File: config.mk
export PLATFORM = sky130hd
export DESIGN_NAME = mem_port_arbiter
export DESIGN_NICKNAME = d
export VERILOG_FILES = /design/src/rtl/arb_pkg.sv /design/src/rtl/rr_pick2.sv /design/src/rtl/mem_port_arbiter.sv
export SDC_FILE = /design/constraint.sdc
export NUM_CORES = 1
export LEC_CHECK = 0
export CAP_MARGIN = 20
export CORE_AREA = 3 3 92 94
export DETAILED_ROUTE_END_ITERATION = 7
export DIE_AREA = 0 0 95 97
export PLACE_DENSITY = 0.66
export SLEW_MARGIN = 25
export SYNTH_ARGS = -nofsm -noshare
export SYNTH_HDL_FRONTEND = slang
export SYNTH_SLANG_ARGS = --single-unit
File: constraint.sdc
create_clock -name i_clk -period 1.3 [get_ports i_clk]
set_input_delay 0.13 -clock i_clk [delete_from_list [all_inputs] [get_ports i_clk]]
set_output_delay 0.13 -clock i_clk [all_outputs]
set_load 0.01 [all_outputs]
File: src/rtl/arb_pkg.sv
// rtl/arb_pkg.sv - shared types and requester ids for the memory port arbiter
package arb_pkg;

  typedef enum logic {ARB_IDLE, ARB_BUSY} arb_state_e;

  localparam logic REQ_FETCH = 1'b0;
  localparam logic REQ_LSU   = 1'b1;

endpackage

File: src/rtl/rr_pick2.sv
// rtl/rr_pick2.sv - combinational two-way round-robin pick
module rr_pick2 (
  input  logic [1:0] valid,
  input  logic       last,
  output logic       any,
  output logic       winner
);

  // On a tie the side that was not served last wins; otherwise the lone requester wins.
  always_comb begin
    any = |valid;
    if (&valid) winner = ~last;
    else        winner = valid[1];
  end

endmodule

File: src/rtl/mem_port_arbiter.sv
// rtl/mem_port_arbiter.sv - round-robin sharing of one memory port between fetch and LSU
module mem_port_arbiter
  import arb_pkg::*;
#(
  parameter int P_WIDTH  = 32,
  parameter int P_ADDR_W = 32
) (
  input  logic                i_clk,
  input  logic                i_rst_n,
  input  logic                i_req0_valid,
  input  logic [P_ADDR_W-1:0] i_req0_addr,
  input  logic                i_req1_valid,
  input  logic [P_ADDR_W-1:0] i_req1_addr,
  input  logic                i_req1_we,
  input  logic [P_WIDTH-1:0]  i_req1_wdata,
  output logic                o_req0_ready,
  output logic                o_req1_ready,
  output logic [P_WIDTH-1:0]  o_rdata,
  output logic                o_mem_valid,
  output logic [P_ADDR_W-1:0] o_mem_addr,
  output logic                o_mem_we,
  output logic [P_WIDTH-1:0]  o_mem_wdata,
  input  logic                i_mem_ready,
  input  logic [P_WIDTH-1:0]  i_mem_rdata,
  output logic                o_sel,
  output logic                o_busy
);

  arb_state_e state_q, state_d;
  logic       sel_q, sel_d;
  logic       last_q, last_d;
  logic       pick_any, pick_winner;

  rr_pick2 u_pick (
    .valid  ({i_req1_valid, i_req0_valid}),
    .last   (last_q),
    .any    (pick_any),
    .winner (pick_winner)
  );

  // last_q resets to the LSU so the first tie after reset goes to fetch.
  always_ff @(posedge i_clk or negedge i_rst_n) begin
    if (!i_rst_n) begin
      state_q <= ARB_IDLE;
      sel_q   <= REQ_FETCH;
      last_q  <= REQ_LSU;
    end else begin
      state_q <= state_d;
      sel_q   <= sel_d;
      last_q  <= last_d;
    end
  end

  always_comb begin
    state_d      = state_q;
    sel_d        = sel_q;
    last_d       = last_q;
    o_mem_valid  = 1'b0;
    o_busy       = 1'b0;
    o_sel        = REQ_FETCH;
    o_req0_ready = 1'b0;
    o_req1_ready = 1'b0;
    case (state_q)
      ARB_IDLE: begin
        if (pick_any) begin
          sel_d   = pick_winner;
          state_d = ARB_BUSY;
        end
      end
      ARB_BUSY: begin
        o_mem_valid = 1'b1;
        o_busy      = 1'b1;
        o_sel       = sel_q;
        if (i_mem_ready) begin
          o_req0_ready = (sel_q == REQ_FETCH);
          o_req1_ready = (sel_q == REQ_LSU);
          last_d       = sel_q;
          state_d      = ARB_IDLE;
        end
      end
    endcase
  end

  // Fetch never writes, so its side of the write path is tied to zero.
  assign o_mem_addr  = (o_sel == REQ_LSU) ? i_req1_addr : i_req0_addr;
  assign o_mem_we    = o_mem_valid && (o_sel == REQ_LSU) && i_req1_we;
  assign o_mem_wdata = (o_sel == REQ_LSU) ? i_req1_wdata : '0;
  assign o_rdata     = i_mem_rdata;

endmodule

==> flow_metrics.env <==
export IMPL_internal_power_mw=2.378
export IMPL_final_core_util_pct=47.36
export IMPL_power_density_mw_per_mm2=945.9
export IMPL_grt_pass1_wl_um=9563
export IMPL_antenna_found_initial=0
export IMPL_pwr_share_seq_pct=4.1
export IMPL_numPortBuffers=171
export IMPL_timing_rr_start="sel_q"
export IMPL_clockBufferDepth=2
export IMPL_syn_num_nets=257
export IMPL_cts_max_level=1
export IMPL_route_detailed_drc=0
export IMPL_ys_seq_elements=3
export IMPL_drive_gt1_share_pct=62.37
export IMPL_power_frac_clock_pct=8.2
export IMPL_wl_um=7291
export IMPL_synth_xor_area_share_pct=0
export IMPL_die_height_um=97
export IMPL_cts_tree="yes"
export IMPL_overflow=0
export IMPL_final_nets=430
export IMPL_clk_pin_slew_ns=0.04
export IMPL_dr_first_iter_drc_count=16
export IMPL_pre_cts_ws_ns=-0.3372
export IMPL_diodes=0
export IMPL_avgSynthCellArea_um2=9.267
export IMPL_root_buffer="clkbuf_8"
export IMPL_via_per_inst=4.045
export IMPL_dp_hpwl_um=4670
export IMPL_core_area_mm2=0.007727
export IMPL_cts_sinks=3
export IMPL_grt_use_total_pct=13.45
export IMPL_synthesis_area_mm2=0.001140
export IMPL_hp_class="input pin to asynchronous set/reset pin"
export IMPL_synth_fa_ha_area_share_pct=0
export IMPL_start_util_pct=14.75
export IMPL_rsz0062_at_grt="yes"
export IMPL_maxCapViolations=0
export IMPL_post_drt_wl_per_cell_um=18.37
export IMPL_fmax_ghz=0.6114
export IMPL_r2r_slack_ns=-0.15
export IMPL_synthDistinctLibCells=16
export IMPL_multi_input_area_um2=925.9
export IMPL_status="finished, violations left"
export IMPL_die_area_mm2=0.009215
export IMPL_worst_hold_slack_ns=0.09889
export IMPL_p_switching_mw=1.083
export IMPL_synth_top_family_by_area="multiplexers"
export IMPL_period_share_pct=125.8
export IMPL_drv_slew=0
export IMPL_synth_mux_area_share_pct=41.16
export IMPL_synthCells=123
export IMPL_grt_max_degree=19
export IMPL_grt_pass1_vias=1638
export IMPL_yosys_area_share_simple_pct=21.19
export IMPL_ir_worst_vdd_mv=0.4255
export IMPL_area_growth_pct=221.1
export IMPL_fin_tns_setup_ns=-16.77
export IMPL_worst_slew_pin_slew_ns=0.1548
export IMPL_synth_compound_area_share_pct=2.305
export IMPL_worst_skew_pair_late_latency_ns=0.22
export IMPL_finalHoldViolCount=0
export IMPL_end_kind="primary output"
export IMPL_gp_congestion=0.7368
export IMPL_sw_frac_of_total_pct=31.29
export IMPL_antenna_left=0
export IMPL_fin_ws_ns=-0.3356
export IMPL_comb_power_share_pct=87.8
export IMPL_cts_buffers=3
export IMPL_fill_cells=707
export IMPL_r2r_end="last_q"
export IMPL_path_class="flip-flop to primary output"
export IMPL_cp_arrival_ns=1.51
export IMPL_hold_buffers=0
export IMPL_fin_crit_ns=1.636
export IMPL_violations="setup timing"
export IMPL_die_width_um=95
export IMPL_cp_required_ns=1.17
export IMPL_pin_count=236
export IMPL_rows=32
export IMPL_synth_seq_area_share_pct=6.696
export IMPL_num_vias=1606
export IMPL_regArea_um2=76.32
export IMPL_finClkSkew_ns=0.003545
export IMPL_leakagePower_nw=1.689
export IMPL_drtPass1Iterations=4
export IMPL_critPathLaunchType="flip-flop"
export IMPL_relSlewSlack_pct=89.65
export IMPL_final_setup_viol_count=73
export IMPL_yosys_warnings=0
export IMPL_ff2ff_path_depth=7
export IMPL_path_max_fanout=5
export IMPL_finalPower_mw=3.462
area by class of cell:
class	instances	share of cell area, %
Multi-Input combinational cell	74	25.30
Inverter	2	0.2051
Sequential cell	3	2.085
Timing Repair Buffer	212	67.69
Tap cell	102	3.487
Clock buffer	4	1.231
power groups by stage:
stage               clock network [mW]  logic [mW]  registers [mW]
finish                           0.282        3.04           0.141
global route                     0.307        3.19           0.143
CTS                              0.287        2.48           0.139
detailed placement                   0        1.90           0.138
global placement                     0        1.90           0.138
floorplan                            0       0.955           0.133
flip-flops by register name (all words and copies together) (netlist names):
register,count
sel_q,1
last_q,1
state_q,1
worst max-delay path, stage by stage (launching register included):
cell     delay [ns]
dfrtp_1        0.40
nand2_4        0.07
buf_6          0.12
buf_12         0.13
buf_12         0.13
mux2_4         0.31
buf_6          0.12
cell usage after synthesis:
cell,n,area share (%)
nand2_1,2,0.66
a21o_1,1,0.66
nand2_4,1,0.99
o31a_1,1,0.77
and3_1,34,19
dfstp_2,1,2.3
buf_6,3,3.0
buf_4,35,23
mux2_4,29,38
inv_1,2,0.66
nor2_1,1,0.33
mux2_2,3,3.0
a32o_1,1,0.88
dfrtp_1,2,4.4
nand2b_1,1,0.55
clkbuf_1,6,2.0
how the worst max path moves through the flow:
stage | slack [ns] | start | cells after the start | to
2_1_floorplan | 0.09 | sel_q | 4 | o_mem_addr[10]
3_3_place_gp | -0.33 | sel_q | 4 | o_mem_addr[2]
3_5_place_dp | -0.34 | sel_q | 4 | o_mem_addr[0]
4_1_cts | -0.35 | state_q | 6 | o_mem_addr[3]
5_1_grt | -0.38 | state_q | 6 | o_mem_addr[5]
6_report | -0.34 | sel_q | 6 | o_mem_addr[3]
repair_timing:
| item | in CTS | in global routing |
|---|---|---|
| gates cloned | 9 | 5 |
| pin swaps | 11 | 24 |
| resized for setup | 355 | 82 |
| endpoints found under the setup margin | 70 | 72 |
| buffers inserted | 13 | 14 |
per-stage QoR:
stage,area (um^2),std cells
final,3660,397
after global routing,3660,397
after CTS,3202,385
after detailed placement,2750,359
after global placement,2750,359
after floorplan,1140,123
logic make-up after synthesis:
logic type	count (synthesis)
mux	32
flops	3
buf+inv	46
compound gates	3
simple gates	39
per-layer routing:
metal | global-route usage (%) | share of wire [%] | vias up
met1 | 14.57 | 37 | 738
met3 | 5.832 | 12 | 8
met2 | 24.40 | 51 | 116
met5 | 0 | 0 | -
met4 | 1.776 | 0.74 | 0
li1 | - | - | 744
cells in the final DEF, fill, tap and decap left out, drive strengths merged:
master,instances
buf,107
o31a,1
and3,34
nand2b,1
a21o,1
inv,2
mux2,32
nor2,1
clkbuf,8
dfstp,1
dfrtp,2
nand2,3
a32o,1
clkdlybuf4s50,101
Note: power is estimated with default switching activity, not from simulation.
